`src/rtl/truth_table_sequencer_if.sv`:
```
// Stimulus/capture bundle between the truth-table sequencer and its surroundings.
// The master side (the sequencer) drives the vector and status, and reads the
// start request and the response of the gate under test.
interface truth_table_sequencer_if #(
  parameter int N_INPUTS = 2
);
  logic                     start;
  logic                     dut_out;
  logic [N_INPUTS-1:0]      vec;
  logic                     busy;
  logic                     done;
  logic [2**N_INPUTS-1:0]   truth_table;

  modport master (
    input  start,
    input  dut_out,
    output vec,
    output busy,
    output done,
    output truth_table
  );

  modport slave (
    output start,
    output dut_out,
    input  vec,
    input  busy,
    input  done,
    input  truth_table
  );
endinterface

```
`src/rtl/truth_table_sequencer.sv`:
```
// Clocked sweep of every input combination of a small gate under test.
// Each vector is held for HOLD_CYCLES cycles and the gate response is captured
// on the last edge of the hold window into bit <vector> of the truth table.
// The result register is named truth_table because "table" is a reserved word.
module truth_table_sequencer #(
  parameter int N_INPUTS    = 2,
  parameter int HOLD_CYCLES = 10
) (
  input logic                     clk,
  input logic                     reset,
  truth_table_sequencer_if.master bus
);

  localparam int NUM_VECS = 2 ** N_INPUTS;
  localparam int CNT_W    = $clog2(HOLD_CYCLES);

  localparam logic [CNT_W-1:0]    LAST_CNT = CNT_W'(HOLD_CYCLES - 1);
  localparam logic [N_INPUTS-1:0] LAST_VEC = N_INPUTS'(NUM_VECS - 1);

  typedef enum logic [1:0] {
    IDLE,
    APPLY,
    DONE
  } state_t;

  state_t                state_q;
  state_t                state_d;
  logic [CNT_W-1:0]      cnt_q;
  logic [N_INPUTS-1:0]   vec_q;
  logic [NUM_VECS-1:0]   tbl_q;

  logic                  sweep_start;
  logic                  window_end;
  logic                  last_vec;

  // A request only counts in IDLE; the window ends when the hold counter tops out.
  assign sweep_start = (state_q == IDLE) && bus.start;
  assign window_end  = (state_q == APPLY) && (cnt_q == LAST_CNT);
  assign last_vec    = (vec_q == LAST_VEC);

  // State register.
  always_ff @(posedge clk or posedge reset) begin
    if (reset) begin
      state_q <= IDLE;
    end else begin
      state_q <= state_d;
    end
  end

  // Next-state logic: DONE always lasts one cycle, then falls back to IDLE.
  always_comb begin
    state_d = state_q;
    case (state_q)
      IDLE: begin
        if (bus.start) begin
          state_d = APPLY;
        end
      end
      APPLY: begin
        if (window_end && last_vec) begin
          state_d = DONE;
        end
      end
      DONE: begin
        state_d = IDLE;
      end
      default: begin
        state_d = IDLE;
      end
    endcase
  end

  // Hold counter: runs only in APPLY and restarts at every window boundary.
  always_ff @(posedge clk or posedge reset) begin
    if (reset) begin
      cnt_q <= '0;
    end else if (sweep_start) begin
      cnt_q <= '0;
    end else if (state_q == APPLY) begin
      if (cnt_q == LAST_CNT) begin
        cnt_q <= '0;
      end else begin
        cnt_q <= cnt_q + CNT_W'(1);
      end
    end else begin
      cnt_q <= '0;
    end
  end

  // Vector index: steps once per window and parks at zero after the final vector.
  always_ff @(posedge clk or posedge reset) begin
    if (reset) begin
      vec_q <= '0;
    end else if (sweep_start) begin
      vec_q <= '0;
    end else if (window_end) begin
      if (last_vec) begin
        vec_q <= '0;
      end else begin
        vec_q <= vec_q + N_INPUTS'(1);
      end
    end
  end

  // Result capture: cleared when a sweep starts, one bit written per window end.
  always_ff @(posedge clk or posedge reset) begin
    if (reset) begin
      tbl_q <= '0;
    end else if (sweep_start) begin
      tbl_q <= '0;
    end else if (window_end) begin
      tbl_q[vec_q] <= bus.dut_out;
    end
  end

  // Outputs decoded from state; the vector is only presented while applying.
  always_comb begin
    bus.busy        = 1'b0;
    bus.done        = 1'b0;
    bus.vec         = '0;
    bus.truth_table = tbl_q;
    case (state_q)
      APPLY: begin
        bus.busy = 1'b1;
        bus.vec  = vec_q;
      end
      DONE: begin
        bus.done = 1'b1;
      end
      default: begin
        bus.busy = 1'b0;
      end
    endcase
  end

endmodule

```
`src/flat_wrapper.sv`:
```
// flat-port wrapper written by rule: the top's interface ports become plain ports
module truth_table_sequencer_flat 
#(
  parameter int N_INPUTS    = 2,
  parameter int HOLD_CYCLES = 10
)
  (clk, reset, bus_start, bus_dut_out, bus_vec, bus_busy, bus_done, bus_truth_table);
  truth_table_sequencer_if #(.N_INPUTS(N_INPUTS)) bus_i ();
  input logic clk;
  input logic reset;
  input wire logic [$bits(bus_i.start)-1:0] bus_start;
  input wire logic [$bits(bus_i.dut_out)-1:0] bus_dut_out;
  output wire logic [$bits(bus_i.vec)-1:0] bus_vec;
  output wire logic [$bits(bus_i.busy)-1:0] bus_busy;
  output wire logic [$bits(bus_i.done)-1:0] bus_done;
  output wire logic [$bits(bus_i.truth_table)-1:0] bus_truth_table;
  assign bus_i.start = bus_start;
  assign bus_i.dut_out = bus_dut_out;
  assign bus_vec = bus_i.vec;
  assign bus_busy = bus_i.busy;
  assign bus_done = bus_i.done;
  assign bus_truth_table = bus_i.truth_table;
  truth_table_sequencer #(.N_INPUTS(N_INPUTS), .HOLD_CYCLES(HOLD_CYCLES)) u_core (.clk(clk), .reset(reset), .bus(bus_i));
endmodule
```
`config.mk`:
```
export PLATFORM = sky130hd
export DESIGN_NAME = truth_table_sequencer_flat
export DESIGN_NICKNAME = d
export VERILOG_FILES = /design/src/rtl/truth_table_sequencer_if.sv /design/src/rtl/truth_table_sequencer.sv /design/src/flat_wrapper.sv
export SDC_FILE = /design/constraint.sdc
export NUM_CORES = 1
export LEC_CHECK = 0
export BUFFER_PORTS_ARGS = -buffer_cell sky130_fd_sc_hd__buf_4
export CAP_MARGIN = 20
export CORE_UTILIZATION = 45
export DETAILED_ROUTE_END_ITERATION = 8
export GPL_TIMING_DRIVEN = 0
export PLACE_DENSITY = 0.67
export SYNTH_ARGS = -nofsm -noshare
export SYNTH_HDL_FRONTEND = slang
export SYNTH_SLANG_ARGS = --single-unit
```
`constraint.sdc`:
```
create_clock -name clk -period 1.4 [get_ports clk]
set_input_delay 0.28 -clock clk [delete_from_list [all_inputs] [get_ports clk]]
set_output_delay 0.28 -clock clk [all_outputs]
set_load 0.05 [all_outputs]
```
After elaboration in Yosys (flattened, before gate mapping)
Cells that the tools add are included.

storage, ports and cells
  register bits after elaboration = 12
  output and inout bits = 8
  logic and storage cells = 38

cells by class
  $add $sub $neg = 2
  magnitude comparators = 2
  equal/unequal tests = 6
  muxes and demuxes = 17
  reductions and logical operators = 7

operators with widths
  kind                                                               number
  two-way mux 4 bit                                                  5
  two-way mux 2 bit                                                  6
  adder 4 x 1 -> 4 bit, second input constant                        1
  bitwise mux 4 bit                                                  1
  == test 2 bit, second input constant                               2
  == test 4 bit, second input constant                               1
  logical AND 1 bit                                                  4
  case mux 2 bit (2 select lines)                                    1
  < comparator 2 x 3 -> 1 bit, second input constant                 1
  two-way mux 1 bit                                                  3
  adder 2 x 1 -> 2 bit, second input constant                        1
  demux 1 bit (select 2 bit)                                         1
  == test 2 x 1 -> 1 bit, second input constant                      1
  greater-or-equal comparator 2 x 1 -> 1 bit, second input constant  1
  logical NOT 2 bit                                                  1
  inequality test 2 x 1 -> 1 bit, second input constant              1
  inequality test 2 bit, second input constant                       1
  AND reduction 2 bit                                                1
  nonzero test 2 bit                                                 1

Longest topological paths before layout
Gate-level depths: netlist of run 1.

  depth in word-level cells = 7
  mapped depth = 6
  depth with buffers taken out = 5

Worst setup path before layout of run 1
No wires, ideal clock.

  path type = register to output
  from = reg u_core.state_q[1]
  to = out bus_vec[0]
  data arrival time = 1.234 ns
  data required time = 1.120 ns
  path slack = -0.114 ns
  stages on the path, launching flop included = 3
  path through = dfrtp_1 -> nand2b_1 -> nor2_1

between the ends
  word-level cells in the longest chain between the ends = 2

ends and longest elaborated chain
  item                      RTL line                      RTL
  start: declaration        truth_table_sequencer.sv:26   state_t state_q;
  start signal: assignment  truth_table_sequencer.sv:46   state_q <= state_d;
  == test 2 x 1 -> 1 bit    truth_table_sequencer.sv:122  case (state_q)
  two-way mux 2 bit         truth_table_sequencer.sv:122
  end: declaration          flat_wrapper.sv:13            output wire logic [$bits(bus_i.vec)-1:0] bus_vec;

No other way between the ends.

Worst setup path in the final report of run 1
  from = reg u_core.state_q[1]
  to = out bus_vec[1]

The elaborated chain is that of the path after synthesis.

==> summary.txt, run 1 <==
First-pass GRT wire length - 1940 um
Power per cell area - 1890 nW/um^2
Final period util - 0.998
Vias in the first global route - 434
R2r startpoint - u_core.cnt_q[1]
Worst setup SP type - register
Final setup viols - 0
MaxCap Viol Count - 0
Outcome - completed
Max_slew headroom - 0.689
First drt pass iteration count - 4
Largest cells by area after synthesis - dfrtp_1 48%, ha_1 12%, mux2i_1 6.5%, nand3_1 4.0%, nand2_1 3.6%
Reg2reg path depth - 6
Port Buffers - 11
Clock root cell - clkbuf_4
Critical-path cell with the highest stage delay - dfrtp_1
Clk buf depth - 2
Internal - 940 uW
Switching Share - 0.410
GRT Total Usage - 0.191
RR Endpoint - u_core.bus.truth_table[3]
Post-CTS Hold Buffers - 0
Cell depth of the worst setup path - 3
RSZ-0062 raised after global routing - yes
P&R area growth vs syn - 36.3%
Max stage delay on crit path - 0.39 ns
Ant diodes - 0
Layout Cell Area excl Fill - 846 um^2
Critical Path RT - 1.12 ns
Via/cell ratio - 5.16
Register bit total from synthesis - 12
Initial antenna violation count - 0
Comb pwr share - 0.477
Post-Syn Instances - 60
Yosys cell types - 23
Cell area after synthesis - 621 um^2
CP Launch Point - u_core.state_q[1]
Final hold vios - 0
Worst R2R Setup Slack - 0.02 ns
Core area - 1280 um^2
Num Clock Sinks - 12
Ports - 12
TritonCTS clock tree - done
Share of layout cells above drive strength 1 - 0.354
Routability congestion estimate - 0.728
Clock-pin slew on the worst setup and hold paths - 0.09 ns
Worst slew pin tran - 0.465 ns
Fin crit period - 1.40 ns
H-tree depth - 1
Chip width - 39.1 um
Rows - 13
Sw Pwr - 655 uW
Remaining Overflow, GRT - 0
Initial drt markers - 12
Syn. warnings - 0
Worst hold path class - in2async
Largest net degree at the start of global routing - 13
Crit path DAT - 1.12 ns
Starting Density - 0.483
Post-Syn Area per Cell - 10.3 um^2
Share of the synthesized area in the top cell type - 0.484
Crit Path Max Fanout - 6
Non-filler cells, final - 97
Register area share after synthesis - 0.484
Final net count - 93
WL/cell - 15.0 um
Critical path, cell by cell - nand2b_4 > nor2_2 > buf_6
Commonest cells after routing, fill and taps aside - 15 x buf_4, 12 x dfrtp_1, 6 x nand2_1
Pwr Total - 1.59 mW
CTS Buf Count - 3
Drt drc - 0
Leakage - 0.445 nW
Worst-Skew Late Latency - 0.28 ns
Worst Setup End Kind - primary output
Critical path class - reg2out
Clock power frac - 0.182
Peak VDD IR - 0.839 mV
Syn Nets - 70
Hpwl dp - 832 um
Clock Skews - 0.00403 ns
Max Freq - 0.716 GHz
Area after DPL - 722 um^2
Die ar. - 1530 um^2
Cells after DPL - 86
Yosys top cell by area - dfrtp_1
Core Util, Final - 0.658
ANT nets after route - 0
Sequential power share - 0.341
Number of buffers and inverters on the critical path - 1
Die height - 39.1 um
Top Family by Delay on Critical Path - flip-flops
Routed wire length - 1450 um
Fin. max-slew vios - 0
Most common cell after layout, fill and taps aside - buf_4
Vias - 501
-- power by group through the flow --
stage                     Clock, mW  Sequential [mW]  Combinational (mW)
final                         0.290            0.544               0.761
after global routing          0.305            0.558               0.835
after CTS                     0.292            0.548               0.619
after detailed placement          0            0.551               0.580
after global placement            0            0.545               0.557
after floorplan                   0            0.610               0.357
-- worst max path at each step --
stage / to / slack, ns
CTS: u_core.state_q[0] / 0.01
finish: bus_vec[1] / 0.003
floorplan: bus_vec[0] / -0.11
global placement: u_core.bus.truth_table[3] / 0.07
global route: u_core.bus.truth_table[3] / -0.09
detailed placement: u_core.state_q[0] / 0.03
-- cells by family (layout without fill, tap and decap cells) --
family / count (synthesis) / after routing / synth area share
AOI/OAI and AO/OA: 4 / 4 / 0.0403
xor gates and xnor gates: 2 / 2 / 0.0282
muxes: 4 / 4 / 0.0645
buffers and inverters: 8 / 30 / 0.0605
DFF: 12 / 12 / 0.484
and+or+nand+nor: 24 / 24 / 0.202
adders and majority gates: 6 / 6 / 0.121
-- cells in the mapped netlist --
| library cell | number |
|---|---|
| a21oi_1 | 1 |
| and3_4 | 1 |
| and3b_1 | 1 |
| buf_6 | 1 |
| clkbuf_1 | 1 |
| dfrtp_1 | 12 |
| ha_1 | 6 |
| inv_1 | 5 |
| inv_2 | 1 |
| mux2i_1 | 4 |
| nand2_1 | 6 |
| nand2b_1 | 1 |
| nand3_1 | 5 |
| nand3b_1 | 1 |
| nor2_1 | 6 |
| nor2b_1 | 1 |
| nor4_1 | 1 |
| o211ai_1 | 1 |
| o21a_1 | 1 |
| o21ai_0 | 1 |
| or3b_1 | 1 |
| xnor2_1 | 1 |
| xor2_1 | 1 |
-- flip-flops by register name, summed over array words and instances, names as in the netlist --
register / flops
u_core.bus.truth_table: 4
u_core.cnt_q: 4
u_core.state_q: 2
u_core.vec_q: 2
-- worst register-to-register path, delay by kind of cell, from the launching register on --
| kind | cells | cell delay, ns |
|---|---|---|
| simple gates | 2 | 0.38 |
| mux | 1 | 0.18 |
| fa+ha+maj | 1 | 0.18 |
| flops | 1 | 0.39 |
| buf+inv | 2 | 0.19 |
-- layer usage --
metal	GRT usage	vias up	routed length [um]
met2	0.304	12	748
met1	0.252	246	639
met4	0.0517	0	19
li1	-	239	-
met3	0.0520	4	47
met5	0	-	0
-- per-stage QoR --
stage / hold WS, ns / TNS, ns / worst slack [ns]
4_1_cts: 0.0244 / 0 / 0.0137
3_5_place_dp: 0.325 / 0 / 0.0290
6_report: 0.00288 / 0 / 0.00269
2_1_floorplan: 0.145 / -0.228 / -0.114
3_3_place_gp: 0.324 / 0 / 0.0708
5_1_grt: 0.0537 / -0.203 / -0.0941
-- cell type report --
type                            count  area, um^2
Buffer                              2        15.0
Clock buffer                        4        36.3
Fill cell                          96         439
Inverter                            6        22.5
Multi-Input combinational cell     40         303
Sequential cell                    12         300
Tap cell                           15        18.8
Timing Repair Buffer               18         150
-- what timing repair did --
item,4_1_cts,5_1_grt
pin swaps,0,0
gates resized for setup,6,5
endpoints found under the setup margin,3,6
setup buffers,1,6
Power figures use the tool's default switching activity.
==> inputs of run 2 (changes only) <==
--- a/config.mk
+++ b/config.mk
@@ -7,10 +7,11 @@
 export LEC_CHECK = 0
 export BUFFER_PORTS_ARGS = -buffer_cell sky130_fd_sc_hd__buf_4
 export CAP_MARGIN = 20
-export CORE_UTILIZATION = 45
+export CORE_AREA = 2 2 39 41
 export DETAILED_ROUTE_END_ITERATION = 8
+export DIE_AREA = 0 0 41 43
 export GPL_TIMING_DRIVEN = 0
-export PLACE_DENSITY = 0.67
+export PLACE_DENSITY = 0.69
 export SYNTH_ARGS = -nofsm -noshare
 export SYNTH_HDL_FRONTEND = slang
 export SYNTH_SLANG_ARGS = --single-unit
==> constraint.sdc (replaced) <==
create_clock -name clk -period 1.6 [get_ports clk]
set_input_delay 0.32 -clock clk [delete_from_list [all_inputs] [get_ports clk]]
set_output_delay 0.32 -clock clk [all_outputs]
set_load 0.05 [all_outputs]
==> run 2 against run 1 <==
Net effect:
- flip-flop and latch count stayed put
- critical path depth stayed put
- global-route usage is 4.3 points lower
- total power is 23% lower
- clock power is 17% lower
- utilization is 10 points lower
- via count is 12% lower
- cell count is 5.2% lower
- worst setup slack better by 0.075 ns
- critical endpoint is now bus_vec[0]
==> summary.txt, run 2 (same netlist as run 1, synthesis figures left out) <==
Worst-Skew Late Latency - 0.27 ns
Via/cell ratio - 4.82
Starting Density - 0.448
Commonest cells after routing, fill and taps aside - 12 x buf_4, 12 x dfrtp_1, 6 x nand2_1, 6 x nor2_1, 6 x ha_1
Remaining Overflow, GRT - 0
Max Freq - 0.657 GHz
Final net count - 87
Clock Skews - 0.000982 ns
Outcome - completed
H-tree depth - 1
First drt pass iteration count - 3
Rows - 14
Worst slew pin tran - 0.456 ns
Clock root cell - clkbuf_4
WL/cell - 11.5 um
Fin. max-slew vios - 0
Initial antenna violation count - 0
Final setup viols - 0
Vias - 443
Largest net degree at the start of global routing - 13
Die ar. - 1760 um^2
MaxCap Viol Count - 0
ANT nets after route - 0
Reg2reg path depth - 5
Ant diodes - 0
Vias in the first global route - 419
Core Util, Final - 0.556
Max_slew headroom - 0.696
Critical Path RT - 1.28 ns
TritonCTS clock tree - done
First-pass GRT wire length - 1750 um
Initial drt markers - 10
Clk buf depth - 2
Multi-input logic area - 285 um^2
Chip width - 41 um
Fin crit period - 1.52 ns
Num Clock Sinks - 12
Crit path DAT - 1.20 ns
Clock-pin slew on the worst setup and hold paths - 0.08 ns
Port Buffers - 11
RSZ-0062 raised after global routing - no
Final-layout fill cell count - 127
Register area - 300 um^2
Worst Setup End Kind - primary output
Final hold vios - 0
Die height - 43 um
Ports - 12
Worst hold path class - in2async
P&R area growth vs syn - 24.0%
Routability congestion estimate - 0.743
GRT Total Usage - 0.148
Share of layout cells above drive strength 1 - 0.263
CTS Buf Count - 3
Hpwl dp - 805 um
Final period util - 0.951
Worst setup SP type - register
Peak VDD IR - 0.725 mV
Drt drc - 0
TNS Setup - 0 ns
Routed wire length - 1060 um
Power per cell area - 1590 nW/um^2
Crit Path Max Fanout - 6
Leakage - 0.409 nW
Pwr Total - 1.22 mW
Core area - 1380 um^2
Critical path class - reg2out
==> run 2: final timing paths <==
kind / slack (ns) / from / endpoint
min reg2reg: 0.51 / u_core.cnt_q[0] / u_core.cnt_q[0]
max: 0.08 / u_core.state_q[1] / bus_vec[0]
min: 0.05 / reset / u_core.bus.truth_table[3]
max in group asynchronous: 1.24 / reset / u_core.cnt_q[3]
max reg2reg: 0.24 / u_core.cnt_q[0] / u_core.bus.truth_table[3]
min in group clk: 0.34 / bus_dut_out / u_core.bus.truth_table[0]
==> run 2: layer usage <==
| layer | global-route usage | up-vias | share of wire |
|---|---|---|---|
| met5 | 0 | - | 0 |
| met4 | 0.0600 | 0 | 0.011 |
| met3 | 0.0524 | 2 | 0.050 |
| met2 | 0.200 | 12 | 0.42 |
| met1 | 0.210 | 201 | 0.52 |
| li1 | - | 228 | - |
==> run 2: repair_timing <==
| action | CTS | global route |
|---|---|---|
| setup buffers | 1 | 0 |
| pin swaps | 0 | 0 |
| endpoints found under the hold margin | 0 | 0 |
| endpoints found under the setup margin | 1 | 2 |
| resized for setup | 0 | 1 |
| hold buffers | 0 | 0 |
==> run 2: power by group <==
part	internal, mW	total (mW)	switching (mW)
sequential	0.395	0.475	0.0807
clock	0.138	0.242	0.104
combinational	0.191	0.504	0.314
total	0.723	1.22	0.498
==> run 2: stage by stage <==
step | worst slack [ns] | cell area (um^2) | instances | hold slack (ns)
2_1_floorplan | 0.0460 | 621 | 60 | 0.185
3_3_place_gp | 0.267 | 723 | 87 | 0.352
3_5_place_dp | 0.243 | 723 | 87 | 0.367
4_1_cts | 0.0341 | 767 | 92 | 0.0723
5_1_grt | 0.0281 | 769 | 92 | 0.110
6_report | 0.0781 | 769 | 92 | 0.0488
==> run 2: worst max-delay path, stage by stage (launching register included) <==
cell	delay, ns
dfrtp_1	0.38
nand2b_2	0.23
nor2_1	0.11
buf_4	0.20
==> run 2: area by class of cell <==
type,instances,area share
plain buffers,2,0.0195
clock buffers,4,0.0472
inverters,6,0.0293
multi-input cells,40,0.371
flip-flops and latches,12,0.390
well taps,16,0.0260
repair buffers,12,0.117
==> inputs of run 3 (changes only) <==
--- a/config.mk
+++ b/config.mk
@@ -7,11 +7,10 @@
 export LEC_CHECK = 0
 export BUFFER_PORTS_ARGS = -buffer_cell sky130_fd_sc_hd__buf_4
 export CAP_MARGIN = 20
-export CORE_AREA = 2 2 39 41
+export CORE_UTILIZATION = 46
 export DETAILED_ROUTE_END_ITERATION = 8
-export DIE_AREA = 0 0 41 43
 export GPL_TIMING_DRIVEN = 0
-export PLACE_DENSITY = 0.69
+export PLACE_DENSITY = 0.71
 export SYNTH_ARGS = -nofsm -noshare
 export SYNTH_HDL_FRONTEND = slang
 export SYNTH_SLANG_ARGS = --single-unit
==> constraint.sdc (replaced) <==
create_clock -name clk -period 1.3 [get_ports clk]
set_input_delay 0.26 -clock clk [delete_from_list [all_inputs] [get_ports clk]]
set_output_delay 0.26 -clock clk [all_outputs]
set_load 0.05 [all_outputs]
==> run 3 against run 2 <==
Net effect:
- the flow now finishes with violations (setup timing)
- via count increased by 7.9%
- total power is 33% higher
- register-to-register slack got worse by 0.31 ns
- sequential share of layout area fell by 3.4 points
- design area increased by 9.4%
- global-route usage up 3.5 points
- critical endpoint is now u_core.bus.truth_table[3]
- largest cell class is now multi-input gates
==> summary.txt, run 3 (same netlist as run 1, synthesis figures left out) <==
Critical-path cell with the highest stage delay - dfrtp_1
Initial antenna violation count - 0
Critical path class - reg2reg
Routability congestion estimate - 0.733
Comb pwr share - 0.515
Sw Pwr - 666 uW
Sequential power share - 0.349
Switching Share - 0.409
Die height - 38.7 um
Critical Path RT - 1.49 ns
Starting Density - 0.523
Clock Skews - 0.00379 ns
Drt drc - 0
Top Family by Delay on Critical Path - flip-flops
Commonest cells after routing, fill and taps aside - 15 x buf_4, 12 x dfrtp_1, 6 x nand2_1
Fin crit period - 1.37 ns
Chip width - 38.7 um
Critical path, cell by cell - inv_1 > ha_2 > and3b_1 > buf_6 > and3_4 > mux2i_1
Initial drt markers - 16
Final setup viols - 5
Crit path to - u_core.bus.truth_table[3]
Share of layout cells above drive strength 1 - 0.363
Final hold vios - 0
Post-CTS Hold Buffers - 0
Routed wire length - 1230 um
Via/cell ratio - 5.09
Clock-pin slew on the worst setup and hold paths - 0.07 ns
Failing checks - setup timing
Reg2reg path depth - 6
Cell depth of the worst setup path - 6
Hpwl dp - 816 um
TritonCTS clock tree - done
Vias - 478
Crit path DAT - 1.55 ns
Rows - 12
First-pass GRT wire length - 1840 um
Max stage delay on crit path - 0.40 ns
Ports - 12
Clock root cell - clkbuf_4
Num Clock Sinks - 12
TNS Setup - -0.180 ns
Max Freq - 0.732 GHz
Worst setup SP type - register
Clock power frac - 0.136
Most common cell after layout, fill and taps aside - buf_4
Max_slew headroom - 0.684
RSZ-0062 raised after global routing - yes
Number of buffers and inverters on the critical path - 2
First drt pass iteration count - 4
R2r startpoint - u_core.cnt_q[1]
Clk buf depth - 2
Leakage - 0.438 nW
H-tree depth - 1
Core Util, Final - 0.710
Worst Setup End Kind - register
Final period util - 1.05
Power per cell area - 1930 nW/um^2
Outcome - finished with violations
Port Buffers - 11
Core area - 1190 um^2
ANT nets after route - 0
Worst-Skew Late Latency - 0.26 ns
CP Launch Point - u_core.cnt_q[1]
Die ar. - 1500 um^2
Final net count - 92
MaxCap Viol Count - 0
Worst R2R Setup Slack - -0.07 ns
Setup ws final - -0.0660 ns
Remaining Overflow, GRT - 0
Cells after DPL - 85
Non-filler cells, final - 94
Largest net degree at the start of global routing - 13
Worst slew pin tran - 0.474 ns
Peak VDD IR - 1.29 mV
RR Endpoint - u_core.bus.truth_table[3]
Crit Path Max Fanout - 6
Ant diodes - 0
WL/cell - 13.1 um
Pwr Total - 1.63 mW
Fin. max-slew vios - 0
Fin Hold WS - 0.00713 ns
Vias in the first global route - 425
GRT Total Usage - 0.183
P&R area growth vs syn - 35.7%
Internal - 962 uW
Worst hold path class - in2async
CTS Buf Count - 3
-- run 3: metrics by stage --
stage,area (um^2),worst slack [ns]
after CTS,826,-0.0497
final,842,-0.0660
after detailed placement,723,-0.0494
after floorplan,623,-0.194
after global placement,723,-0.0253
after global routing,842,-0.111
-- run 3: final cells by class --
cell class	count	area, um^2
well taps	14	17.5
flip-flops and latches	12	300
plain buffers	1	11.3
clock buffers	3	22.5
repair buffers	18	158
multi-input cells	40	310
inverters	6	22.5
fillers	94	344
-- run 3: what timing repair did --
| item | 4_1_cts | 5_1_grt |
|---|---|---|
| gates resized for setup | 10 | 3 |
| endpoints found under the setup margin | 8 | 10 |
| pin swaps | 1 | 0 |
| buffers inserted | 6 | 1 |
-- run 3: metal layers --
layer / track usage / vias to the layer above / part of all wire
met5: 0 / - / 0
li1: - / 235 / -
met2: 0.271 / 15 / 0.50
met4: 0.103 / 0 / 0.0081
met1: 0.259 / 226 / 0.46
met3: 0.0173 / 2 / 0.035
-- run 3: how the worst min path moves through the flow --
| stage | end | slack [ns] | startpoint |
|---|---|---|---|
| floorplan | u_core.bus.truth_table[0] | 0.12 | reset |
| global placement | u_core.cnt_q[0] | 0.29 | reset |
| detailed placement | u_core.bus.truth_table[2] | 0.30 | reset |
| CTS | u_core.cnt_q[0] | 0.006 | reset |
| global route | u_core.cnt_q[2] | 0.04 | reset |
| finish | u_core.cnt_q[2] | 0.007 | reset |
-- run 3: power by group through the flow --
stage               clock network, mW  registers [mW]  logic (mW)
global placement                    0           0.584       0.601
detailed placement                  0           0.590       0.629
floorplan                           0           0.657       0.384
global route                    0.248           0.577       0.914
CTS                             0.233           0.562       0.779
finish                          0.222           0.568       0.838
